--- src/rtl/pipeline_pkg.sv ---
// Shared pipeline definitions: widths, ALU A-source encoding, forward-select constants.
package pipeline_pkg;

  localparam int unsigned XLEN_DEFAULT = 32;
  localparam int unsigned REG_ADDR_W   = 5;

  // Encoding 2'b11 is not listed and decodes as rs1.
  typedef enum logic [1:0] {
    SRCA_RS1  = 2'b00,
    SRCA_PC   = 2'b01,
    SRCA_ZERO = 2'b10
  } srca_sel_t;

  localparam int unsigned FWD_NONE = 0;

endpackage

--- src/rtl/operand_fwd_sel.sv ---
// Per-operand forwarding: priority hit search over write-back sources, plus a
// capture register that keeps a forwarded value alive across an EX stall.
module operand_fwd_sel
  import pipeline_pkg::*;
#(
  parameter int unsigned XLEN    = 32,
  parameter int unsigned NUM_FWD = 2,
  parameter int unsigned FSEL_W  = $clog2(NUM_FWD + 1)
) (
  input  logic                           clk,
  input  logic                           rst_n,
  input  logic                           stall,
  input  logic                           flush,
  input  logic                           valid_e,
  input  logic [REG_ADDR_W-1:0]          rs_e,
  input  logic [XLEN-1:0]                reg_val,
  input  logic [NUM_FWD-1:0]             fwd_we,
  input  logic [NUM_FWD*REG_ADDR_W-1:0]  fwd_rd,
  input  logic [NUM_FWD*XLEN-1:0]        fwd_data,
  output logic [XLEN-1:0]                val_o,
  output logic [FSEL_W-1:0]              fsel_o
);

  logic              hit;
  logic [XLEN-1:0]   hit_data;
  logic [FSEL_W-1:0] hit_sel;

  logic              cap_valid_q, cap_valid_d;
  logic [XLEN-1:0]   cap_data_q, cap_data_d;

  // Lowest-index source that writes rs_e wins; x0 and bubbles never hit.
  always_comb begin
    hit      = 1'b0;
    hit_data = '0;
    hit_sel  = FSEL_W'(FWD_NONE);
    for (int unsigned k = 0; k < NUM_FWD; k++) begin
      if (!hit && fwd_we[k] && valid_e && (rs_e != '0) &&
          (fwd_rd[k*REG_ADDR_W +: REG_ADDR_W] == rs_e)) begin
        hit      = 1'b1;
        hit_data = fwd_data[k*XLEN +: XLEN];
        hit_sel  = FSEL_W'(k + 1);
      end
    end
  end

  // Capture the first forwarded value seen while stalled; drop it when EX moves.
  always_comb begin
    cap_valid_d = cap_valid_q;
    cap_data_d  = cap_data_q;
    if (flush || !stall) begin
      cap_valid_d = 1'b0;
      cap_data_d  = '0;
    end else if (!cap_valid_q && hit) begin
      cap_valid_d = 1'b1;
      cap_data_d  = hit_data;
    end
  end

  // Capture state register.
  always_ff @(posedge clk or negedge rst_n) begin
    if (!rst_n) begin
      cap_valid_q <= 1'b0;
      cap_data_q  <= '0;
    end else begin
      cap_valid_q <= cap_valid_d;
      cap_data_q  <= cap_data_d;
    end
  end

  // Captured value overrides any later hit: those writers are younger than this consumer.
  always_comb begin
    val_o  = reg_val;
    fsel_o = FSEL_W'(FWD_NONE);
    if (cap_valid_q) begin
      val_o = cap_data_q;
    end else if (hit) begin
      val_o  = hit_data;
      fsel_o = hit_sel;
    end
  end

endmodule

--- src/rtl/ex_operand_unit.sv ---
// EX-stage operand unit: ID/EX register with stall/flush, per-operand forwarding,
// and ALU A/B source selection.
module ex_operand_unit
  import pipeline_pkg::*;
#(
  parameter int unsigned XLEN    = XLEN_DEFAULT,
  parameter int unsigned NUM_FWD = 2,
  parameter int unsigned FSEL_W  = $clog2(NUM_FWD + 1)
) (
  input  logic                           clk,
  input  logic                           rst_n,
  input  logic                           StallE,
  input  logic                           FlushE,
  input  logic                           ValidD,
  input  logic [XLEN-1:0]                RD1D,
  input  logic [XLEN-1:0]                RD2D,
  input  logic [XLEN-1:0]                ImmExtD,
  input  logic [XLEN-1:0]                PCD,
  input  logic [REG_ADDR_W-1:0]          Rs1D,
  input  logic [REG_ADDR_W-1:0]          Rs2D,
  input  logic [REG_ADDR_W-1:0]          RdD,
  input  logic [1:0]                     ALUSrcAD,
  input  logic                           ALUSrcBD,
  input  logic [NUM_FWD-1:0]             FwdWe,
  input  logic [NUM_FWD*REG_ADDR_W-1:0]  FwdRd,
  input  logic [NUM_FWD*XLEN-1:0]        FwdData,
  output logic [XLEN-1:0]                SrcAE,
  output logic [XLEN-1:0]                SrcBE,
  output logic [XLEN-1:0]                WriteDataE,
  output logic [REG_ADDR_W-1:0]          RdE,
  output logic                           ValidE,
  output logic [FSEL_W-1:0]              ForwardAE,
  output logic [FSEL_W-1:0]              ForwardBE
);

  typedef struct packed {
    logic                  valid;
    logic [XLEN-1:0]       rd1;
    logic [XLEN-1:0]       rd2;
    logic [XLEN-1:0]       imm;
    logic [XLEN-1:0]       pc;
    logic [REG_ADDR_W-1:0] rs1;
    logic [REG_ADDR_W-1:0] rs2;
    logic [REG_ADDR_W-1:0] rd;
    logic [1:0]            alusrca;
    logic                  alusrcb;
  } idex_t;

  idex_t           idex_q, idex_d;
  logic [XLEN-1:0] rs1_val, rs2_val;

  // ID/EX next state: flush beats stall beats load.
  always_comb begin
    idex_d = idex_q;
    if (FlushE) begin
      idex_d = '0;
    end else if (!StallE) begin
      idex_d.valid   = ValidD;
      idex_d.rd1     = RD1D;
      idex_d.rd2     = RD2D;
      idex_d.imm     = ImmExtD;
      idex_d.pc      = PCD;
      idex_d.rs1     = Rs1D;
      idex_d.rs2     = Rs2D;
      idex_d.rd      = RdD;
      idex_d.alusrca = ALUSrcAD;
      idex_d.alusrcb = ALUSrcBD;
    end
  end

  // ID/EX pipeline register.
  always_ff @(posedge clk or negedge rst_n) begin
    if (!rst_n) idex_q <= '0;
    else        idex_q <= idex_d;
  end

  operand_fwd_sel #(
    .XLEN    (XLEN),
    .NUM_FWD (NUM_FWD),
    .FSEL_W  (FSEL_W)
  ) u_fwd_a (
    .clk      (clk),
    .rst_n    (rst_n),
    .stall    (StallE),
    .flush    (FlushE),
    .valid_e  (idex_q.valid),
    .rs_e     (idex_q.rs1),
    .reg_val  (idex_q.rd1),
    .fwd_we   (FwdWe),
    .fwd_rd   (FwdRd),
    .fwd_data (FwdData),
    .val_o    (rs1_val),
    .fsel_o   (ForwardAE)
  );

  operand_fwd_sel #(
    .XLEN    (XLEN),
    .NUM_FWD (NUM_FWD),
    .FSEL_W  (FSEL_W)
  ) u_fwd_b (
    .clk      (clk),
    .rst_n    (rst_n),
    .stall    (StallE),
    .flush    (FlushE),
    .valid_e  (idex_q.valid),
    .rs_e     (idex_q.rs2),
    .reg_val  (idex_q.rd2),
    .fwd_we   (FwdWe),
    .fwd_rd   (FwdRd),
    .fwd_data (FwdData),
    .val_o    (rs2_val),
    .fsel_o   (ForwardBE)
  );

  // ALU operand muxes; store data is always the resolved rs2.
  always_comb begin
    case (srca_sel_t'(idex_q.alusrca))
      SRCA_PC:   SrcAE = idex_q.pc;
      SRCA_ZERO: SrcAE = '0;
      default:   SrcAE = rs1_val;
    endcase
    SrcBE      = idex_q.alusrcb ? idex_q.imm : rs2_val;
    WriteDataE = rs2_val;
    RdE        = idex_q.rd;
    ValidE     = idex_q.valid;
  end

endmodule
--- config.mk ---
export PLATFORM = sky130hd
export DESIGN_NAME = ex_operand_unit
export DESIGN_NICKNAME = d
export VERILOG_FILES = /design/src/rtl/pipeline_pkg.sv /design/src/rtl/operand_fwd_sel.sv /design/src/rtl/ex_operand_unit.sv
export SDC_FILE = /design/constraint.sdc
export NUM_CORES = 1
export LEC_CHECK = 0
export CAP_MARGIN = 20
export CORE_ASPECT_RATIO = 1.75
export CORE_MARGIN = 2
export CORE_UTILIZATION = 35
export DETAILED_ROUTE_END_ITERATION = 8
export SYNTH_ARGS = -nofsm -noshare
export SYNTH_HDL_FRONTEND = slang
export SYNTH_SLANG_ARGS = --single-unit
--- constraint.sdc ---
create_clock -name clk -period 7.05 [get_ports clk]
set_input_delay 1.41 -clock clk [delete_from_list [all_inputs] [get_ports clk]]
set_output_delay 1.41 -clock clk [all_outputs]
set_load 0.05 [all_outputs]
======== Word level (Yosys, flattened, before mapping) ========
Index checks and enable logic that the tools add are counted.
cells by class
  reduce and logical (&&, ||, !) cells .... 25
  equal/unequal tests ..................... 7
  multiplexer cells ....................... 32
operators with widths
  cell                  number
  $mux W32              13
  $mux W147             2
  $pmux W32 S2          1
  $eq A5 B5 Y1          4
  $logic_and A1 B1 Y1   15
  $mux W2               6
  $mux W1               10
  $reduce_bool A5 Y1    2
  $logic_not A1 Y1      5
  $reduce_bool A2 Y1    2
  $eq A2 B1 Y1 const B  1
  $eq A2 B2 Y1 const B  1
  $ne A2 B1 Y1 const B  1
  $logic_or A1 B1 Y1    1
storage, ports and cells
  bits of input ports ..................... 227
  logic and storage cells ................. 78
  register bits ........................... 213
  output and inout bits ................... 106

======== Logic depth before layout (Yosys ltp) ========
Gate-level depths: netlist (run 1).
  word-level depth ........................ 13
  gate-level depth with buffers ........... 9
  mapped depth without buffers ............ 6

======== Hierarchy ========
A second synthesis (run 1) with hierarchy kept.
unflattened totals
  cells, all modules ...................... 1269
  area total of the unflattened synthesis .. 12251.8 µm²
modules (own cells, without submodules)
  module           seq. area each (µm²)  cells each  area each (µm²)  times used
  ex_operand_unit  3678.5                623         6954.2           1
  operand_fwd_sel  825.8                 323         2648.8           2

======== Worst setup path before layout (run 1) ========
Ideal clock, no wire load.
  path type ............................... input-to-output
  start point ............................. input FwdRd[8]
  end point ............................... output SrcBE[10]
  arrival time ............................ 4.257 ns
  stages .................................. 8
  setup slack ............................. 1.383 ns
  path buffers ............................ 2
  cells stage by stage .................... xor2_1 -> nor4_2 -> and2_1 -> clkbuf_1 -> buf_2 -> a221oi_1 -> o31ai_1 -> mux2_2
on the way
  cells in the longest elaborated chain, start to end .. 6
RTL lines
  item                                        line                    source
  start: declaration                          ex_operand_unit.sv:25   input logic [NUM_FWD*REG_ADDR_W-1:0] FwdRd,
  $eq A5 B5 Y1 *                              operand_fwd_sel.sv:38   (fwd_rd[k*REG_ADDR_W +: REG_ADDR_W] == rs_e)) begin
  $logic_and A1 B1 Y1 *                       operand_fwd_sel.sv:37   if (!hit && fwd_we[k] && valid_e && (rs_e != '0) &&
  $mux W32 / $mux W1 (equally long branches)  operand_fwd_sel.sv:37
  $mux W32 *                                  operand_fwd_sel.sv:76   end else if (hit) begin
  $mux W32 *                                  operand_fwd_sel.sv:74   if (cap_valid_q) begin
  named net WriteDataE[10]                    ex_operand_unit.sv:29   output logic [XLEN-1:0] WriteDataE,
  $mux W32 *                                  ex_operand_unit.sv:122  SrcBE = idex_q.alusrcb ? idex_q.imm : rs2_val;
  end: declaration                            ex_operand_unit.sv:28   output logic [XLEN-1:0] SrcBE,
The timed path passes the listed nets; every way through them passes the cells marked *.

======== Final worst setup path (run 1) ========
  start point ............................. input FwdRd[8]
  end point ............................... output SrcBE[4]
on the way
  cells in the longest elaborated chain, start to end .. 6
RTL lines
  item                                        line
  $eq A5 B5 Y1 *                              operand_fwd_sel.sv:38
  $logic_and A1 B1 Y1 *                       operand_fwd_sel.sv:37
  $mux W32 / $mux W1 (equally long branches)  operand_fwd_sel.sv:37
  $mux W32 *                                  operand_fwd_sel.sv:76
  $mux W32 *                                  operand_fwd_sel.sv:74
  $mux W32 *                                  ex_operand_unit.sv:122
Every way passes the cells marked *; elsewhere a longest branch is shown, timed or not.

==> results.tsv, run 1 <==
stage	metric	value	unit
status	status	finished, final reports clean	
sta	skew	0.0117	ns
logic_synthesis	synthDistinctLibCells	39	
final_layout	regArea	5330	um^2
clock_network	worstSkewPairLatency	0.53	ns
grt	grtUsageTotal	25.4	%
final_layout	multi_input_area	5950	um^2
logic_synthesis	yosys_warnings	0	
pwr	power	0.00328	W
placed_design	hpwl	31.3	mm
logic_synthesis	syn_area_per_cell	9.70	um^2
clock_network	ctsHoldBuffers	0	
final_layout	n_fill_cell	3158	
final_layout	drive_above_1_share	11.9	%
grt	grt-ovfl-total	0	
placed_design	dp_worst_setup_slack	0.857	ns
sta	rsz0062_at_grt	no	
pwr	power_density	205	nW/um^2
logic_synthesis	synth_area	11800	um^2
setup_path	cp-start-kind	input pin	
clock_network	numCtsBuffers	23	
setup_path	crit_arrival	4.80	ns
floorplanning	start_util	35.6	%
final_layout	final_cell_mix	clkdlybuf4s50_1, dfrtp_1, nor2_1, mux2i_1, and3_1	
setup_path	endpoint_kind	primary output	
grt	grt_max_degree	137	
floorplanning	std_cell_rows	88	
logic_synthesis	synth-edff-count	0	
setup_path	crit_slowest_cell	clkdlybuf4s50_1	
sta	period_share	88.1	%
drt	drt-vias-per-instance	5.61	
setup_path	critPathKind	in2out	
floorplanning	fp.dieW	143	um
sta	final.setup.tns	0	ns
flow_run	drv_cap	0	
clock_network	root_buffer	clkbuf_16	
grt	grt_pass1_wl	67.7	mm
logic_synthesis	seq_area_frac_synth	45.3	%
clock_network	clk_pin_slew	0.06	ns
sta	maxSlewViolCount	0	
sta	max_freq	161	MHz
clock_network	post_cts.repair.setup_buffers	0	
hold_path	min_path_type	reg2reg	
clock_network	ctsLongestPathBuffers	3	
sta	period_minus_slack	6.21	ns
logic_synthesis	ys_ff_latch	213	
sta	layout_setup_ws	0.839	ns
logic_synthesis	async_flop_share	100	%
grt	antenna_found_initial	11	
drt	drt_iter0_markers	681	
logic_synthesis	synth_cells	1213	
setup_path	crit_required	5.64	ns
drt	drc	0	
setup_path	cp_max_fo	32	
drt	via_count	10700	
logic_synthesis	synth_ff_type	dfrtp_1	
setup_path	path_common_cell	clkdlybuf4s50_1	
floorplanning	die_area	35100	um^2
final_layout	utilization	48.6	%
final_layout	synthToLayoutAreaGrowth	36.4	%
placed_design	place_congestion	0.837	
floorplanning	chipHeight	247	um
clock_network	post_cts_resized	0	
floorplanning	core_region_area	33000	um^2
setup_path	cpPeakStageDelay	0.79	ns
pwr	vdd_drop_max	0.156	mV
sta	tightest_slew	1.11	ns
clock_network	cts-htree-levels	1	
final_layout	layout_commonest_cell	clkdlybuf4s50_1	
sta	slew-limit-headroom	26.1	%
clock_network	clock_sinks	213	
grt	grt_pass1_vias	10700	
floorplanning	pin_count	333	
drt	wl_per_cell	23.9	um
pwr	leakagePower	7.45	nW
logic_synthesis	synth_fp_nets	1441	
sta	hold_viol_final	0	
drt	antenna_left	0	
setup_path	path_cells	clkdlybuf4s50_1 > xor2_1 > nor4_2 > and2_1 > buf_4 > a221oi_1 > o31ai_1 > mux2_2 > clkdlybuf4s50_1	
drt	drt-total-wl	45.6	mm
sta	finalSetupViolCount	0	
final_layout	fin_nets	1706	
placed_design	numPortBuffers	332	
clock_network	cts_tree	done	
drt	drt_pass1_iterations	5	
## kinds of logic after synthesis
logic type,Yosys count,share of synthesized area (%)
flip-flops,213,45.3
AO/OA/AOI/OAI,292,18.3
XOR/XNOR,18,1.34
AND/OR/NAND/NOR,387,14.9
buffers and inverters,123,4.38
multiplexers,179,15.6
adder cells (fa/ha/maj),1,0.106
## metal layers
metal	part of all wire, %	up-vias	wire, um	GRT usage, %
li1	-	4887	-	-
met1	37	5324	16800	29.3
met2	53	404	24300	46.0
met3	6.4	74	2920	4.84
met4	3.3	6	1500	9.78
met5	0.077	-	35	0
## per-stage QoR
step	instances	area, um^2	hold slack (ns)
finish	1906	16000	0.480
floorplan	1213	11800	0.450
detailed placement	1857	15300	0.467
global route	1904	16000	0.488
global placement	1857	15300	0.462
CTS	1897	16000	0.482
## cell usage after synthesis (2+ instances only)
master / count / area, um^2
o2bb2ai_1: 38 / 333
buf_4: 5 / 37.5
nand2b_1: 2 / 12.5
nand3_1: 10 / 50.1
nand2_1: 76 / 285
clkbuf_1: 88 / 330
inv_1: 2 / 7.51
buf_6: 3 / 33.8
buf_1: 15 / 56.3
mux2i_1: 147 / 1470
nor3_1: 6 / 30.0
xor2_1: 7 / 61.3
a221oi_1: 32 / 280
nor2_1: 186 / 698
a21o_1: 37 / 278
a21oi_1: 66 / 330
buf_2: 10 / 50.1
dfrtp_1: 213 / 5330
and3_1: 93 / 582
nor2b_1: 2 / 12.5
mux2_2: 32 / 360
and2_1: 3 / 18.8
o21ai_0: 32 / 160
o31ai_1: 32 / 240
or3_1: 2 / 12.5
o2bb2ai_2: 20 / 300
xnor2_1: 11 / 96.3
a31oi_1: 32 / 200
## critical path: cells and delay by family
family | cells | cell delay, ns
and+or+nand+nor | 2 | 0.67
muxes | 1 | 0.25
xor gates and xnor gates | 1 | 0.18
buffers and inverters | 3 | 1.63
AOI/OAI and AO/OA | 2 | 0.60
## worst paths after layout
check,start,endpoint,slack [ns],cells past startpoint
min reg2reg,u_fwd_b.cap_data_q[8]$_DFFE_PN0P_,u_fwd_b.cap_data_q[8]$_DFFE_PN0P_,0.48,1
max in group asynchronous,rst_n,idex_q[23]$_DFFE_PN0N_,4.95,2
max,FwdRd[8],SrcBE[4],0.84,9
min in group asynchronous,rst_n,idex_q[51]$_DFFE_PN0N_,0.86,1
min,u_fwd_b.cap_data_q[8]$_DFFE_PN0P_,u_fwd_b.cap_data_q[8]$_DFFE_PN0P_,0.48,1
max reg2reg,idex_q[13]$_DFFE_PN0N_,u_fwd_a.cap_data_q[22]$_DFFE_PN0P_,3.53,7
## report_power, final
group / switching, W / leakage, nW / internal (W)
sequential: 0.0000328 / 2.87 / 0.00127
clock: 0.000536 / 0.364 / 0.000683
combinational: 0.000452 / 4.22 / 0.000309
total: 0.00102 / 7.45 / 0.00226
## cell type report
class	instances	share of cell area, %
multi-input combinational	877	37.1
sequential	213	33.2
timing repair buffer	361	21.8
clock buffer	33	4.32
tap	405	3.16
clock inverter	7	0.273
antenna	8	0.125
inverter	2	0.0468
## registers in the layout (all words and copies together), names as in the netlist
register	flops
u_fwd_a.cap_data_q	32
idex_q	141
u_fwd_b.cap_valid_q	1
RdE	5
ValidE	1
u_fwd_a.cap_valid_q	1
u_fwd_b.cap_data_q	32
No activity file was read; power rests on OpenSTA's default activity.
==> run 2: changes to the inputs <==
--- a/config.mk
+++ b/config.mk
@@ -7,9 +7,9 @@
 export LEC_CHECK = 0
 export CAP_MARGIN = 20
 export CORE_ASPECT_RATIO = 1.75
-export CORE_MARGIN = 2
 export CORE_UTILIZATION = 35
 export DETAILED_ROUTE_END_ITERATION = 8
 export SYNTH_ARGS = -nofsm -noshare
 export SYNTH_HDL_FRONTEND = slang
+export SYNTH_HIERARCHICAL = 1
 export SYNTH_SLANG_ARGS = --single-unit
==> run 2 against run 1 <==
  * Worst setup slack got worse by 0.14 ns
  * Highest routed layer unchanged
  * Combinational power decreased by 16%
  * Via count increased by 6.8%
  * Utilization decreased by 1.1 points
  * Clock power increased by 13%
  * Die area increased by 1.8%
  * Sequential power about the same
  * Non-clock buffer count decreased by 12
  * Largest cell class unchanged
  * Synthesized cell count increased by 4.6%
  * Clock-buffer cell count increased by 1
  * Wire length increased by 1.7%
  * Clock skew decreased by 0.0052 ns
==> results.tsv, run 2 <==
stage	metric	value	unit
drt	drt_iter0_markers	1003	
hold_path	min_path_type	reg2reg	
pwr	power_density	203	nW/um^2
floorplanning	core_region_area	34500	um^2
sta	rsz0062_at_grt	no	
drt	drt-vias-per-instance	5.69	
sta	layout_setup_ws	0.702	ns
logic_synthesis	seq_area_frac_synth	43.5	%
final_layout	utilization	47.4	%
setup_path	cp-start-kind	input pin	
sta	holdWs	0.522	ns
placed_design	hpwl	30.7	mm
drt	drt_pass1_iterations	5	
clock_network	root_buffer	clkbuf_16	
clock_network	ctsHoldBuffers	0	
grt	grt-ovfl-total	0	
logic_synthesis	synthTopCellsByCount	dfrtp_1, o22ai_1, nor2_1, mux2i_1, a21oi_1	
drt	drt-total-wl	46.4	mm
final_layout	fin_nets	1748	
floorplanning	std_cell_rows	90	
placed_design	numPortBuffers	332	
clock_network	cts-htree-levels	1	
final_layout	largest-register	idex_q	
sta	slew-limit-headroom	28.4	%
pwr	power	0.00333	W
sta	period_minus_slack	6.35	ns
drt	wl_per_cell	23.1	um
clock_network	post_cts.repair.setup_buffers	0	
floorplanning	die_area	35800	um^2
placed_design	place_congestion	0.877	
logic_synthesis	synth_top_area_share	43.5	%
final_layout	n_fill_cell	3345	
setup_path	endpoint_kind	primary output	
logic_synthesis	synth_fp_nets	1497	
drt	antenna_left	0	
grt	antenna_found_initial	10	
pwr	vdd_drop_max	0.165	mV
flow_run	drv_cap	0	
grt	grt_pass1_vias	11400	
clock_network	clock_sinks	213	
floorplanning	pin_count	333	
final_layout	layout_commonest_cell	clkdlybuf4s50_1	
grt	grtUsageTotal	25.7	%
setup_path	crit_arrival	4.94	ns
final_layout	drive_above_1_share	12.4	%
drt	drc	0	
logic_synthesis	synth.top_cells.by_area	dfrtp_1, mux2i_1, o22ai_1, mux2_2, a21oi_1	
setup_path	crit_required	5.64	ns
drt	via_count	11400	
sta	max_freq	158	MHz
setup_path	critPathKind	in2out	
clock_network	ctsLongestPathBuffers	3	
status	status	finished, final reports clean	
logic_synthesis	synth_most_common_cell	dfrtp_1	
logic_synthesis	synth_area	12300	um^2
clock_network	worstSkewPairLatency	0.53	ns
final_layout	synthToLayoutAreaGrowth	33.4	%
setup_path	cp_max_fo	32	
floorplanning	fp.dieW	143	um
sta	maxSlewViolCount	0	
clock_network	clk_pin_slew	0.06	ns
grt	grt_pass1_wl	69.8	mm
grt	grt_max_degree	112	
logic_synthesis	synthDistinctLibCells	28	
sta	finalSetupViolCount	0	
sta	hold_viol_final	0	
logic_synthesis	synth_cells	1269	
logic_synthesis	async_flop_share	100	%
final_layout	final_cell_mix	clkdlybuf4s50_1, dfrtp_1, o22ai_1, nor2_1, mux2i_1	
logic_synthesis	synth_area_leader_cell	dfrtp_1	
clock_network	numCtsBuffers	24	
logic_synthesis	synth_ff_type	dfrtp_1	
sta	skew	0.00652	ns
final_layout	reg.largest.list	idex_q (141), u_fwd_a/cap_data_q (32), u_fwd_b/cap_data_q (32)	
sta	tightest_slew	1.07	ns
floorplanning	start_util	35.6	%
clock_network	cts_tree	done	
pwr	leakagePower	7.09	nW
clock_network	post_cts_resized	0	
logic_synthesis	yosys_warnings	6	
logic_synthesis	ys_ff_latch	213	
placed_design	dp_worst_setup_slack	0.747	ns
logic_synthesis	syn_area_per_cell	9.65	um^2
floorplanning	chipHeight	250	um
sta	period_share	90.0	%
final_layout	largest_reg_flops	141	
logic_synthesis	synth-edff-count	0	
sta	final.setup.tns	0	ns
run 2: cell families after synthesis:
kind of cell | share of synthesized area (%)
AND/OR/NAND/NOR | 7.81
AO/OA/AOI/OAI | 19.4
multiplexers | 20.6
XOR/XNOR | 1.43
adder cells (fa/ha/maj) | 0.102
flip-flops | 43.5
buffers and inverters | 7.06
run 2: final cells by class:
cell class,instances,area [um^2],share of cell area [%]
timing repair buffer,349,3430,21.0
clock inverter,10,153,0.934
multi-input combinational,925,6110,37.4
tap,460,576,3.52
inverter,7,26.3,0.161
sequential,213,5330,32.6
clock buffer,34,699,4.28
antenna,9,22.5,0.138
run 2: where the power goes:
part	total [W]	internal [W]	switching, W	leakage [nW]
clock	0.00138	0.000837	0.000548	0.419
sequential	0.00131	0.00127	0.0000349	2.87
combinational	0.000637	0.000280	0.000357	3.80
run 2: final timing paths:
path | start | to | slack, ns | cells past startpoint
setup / recovery | FwdRd[7] | SrcAE[0] | 0.70 | 10
min in group asynchronous | rst_n | ValidE$_DFFE_PN0P_ | 0.90 | 1
max in group asynchronous | rst_n | idex_q[63]$_DFFE_PN0P_ | 4.95 | 2
hold / removal | idex_q[75]$_DFFE_PN0P_ | idex_q[75]$_DFFE_PN0P_ | 0.52 | 2
hold reg to reg | idex_q[75]$_DFFE_PN0P_ | idex_q[75]$_DFFE_PN0P_ | 0.52 | 2
setup reg to reg | idex_q[10]$_DFFE_PN0P_ | u_fwd_b/cap_data_q[1]$_DFFE_PN0P_ | 4.25 | 8
run 2: through the flow:
| step | cells | instance area, um^2 |
|---|---|---|
| 2_1_floorplan | 1269 | 12300 |
| 3_3_place_gp | 1954 | 15500 |
| 6_report | 2007 | 16300 |
| 5_1_grt | 2007 | 16300 |
| 3_5_place_dp | 1954 | 15500 |
| 4_1_cts | 1998 | 16300 |
run 2: critical path, cell delays in order:
cell	delay, ns
clkdlybuf4s50_1	0.45
xor2_1	0.16
nor4_1	0.33
and3_2	0.54
nand2_2	0.57
o22ai_1	0.44
a21oi_1	0.11
nand2_1	0.09
o21ai_0	0.08
clkdlybuf4s50_1	0.75
run 2: per-layer routing:
metal  global-route usage (%)  up-vias  share of wire, %  wire length, um
li1                         -     5134                 -                -
met1                     30.8     5572                37            17300
met2                     43.5      581                50            23400
met3                     4.09      129               7.4             3430
met4                     14.0        2               5.0             2320
met5                        0        -             0.022               10
==> run 3: changes to the inputs <==
--- a/config.mk
+++ b/config.mk
@@ -5,6 +5,7 @@
 export SDC_FILE = /design/constraint.sdc
 export NUM_CORES = 1
 export LEC_CHECK = 0
+export ABC_CLOCK_PERIOD_IN_PS = 7050
 export CAP_MARGIN = 20
 export CORE_ASPECT_RATIO = 1.75
 export CORE_UTILIZATION = 35
@@ -13,3 +14,4 @@
 export SYNTH_HDL_FRONTEND = slang
 export SYNTH_HIERARCHICAL = 1
 export SYNTH_SLANG_ARGS = --single-unit
+export TNS_END_PERCENT = 1
==> results of run 3 <==
No change in the layout: final DEF, timing and power equal those of run 2.
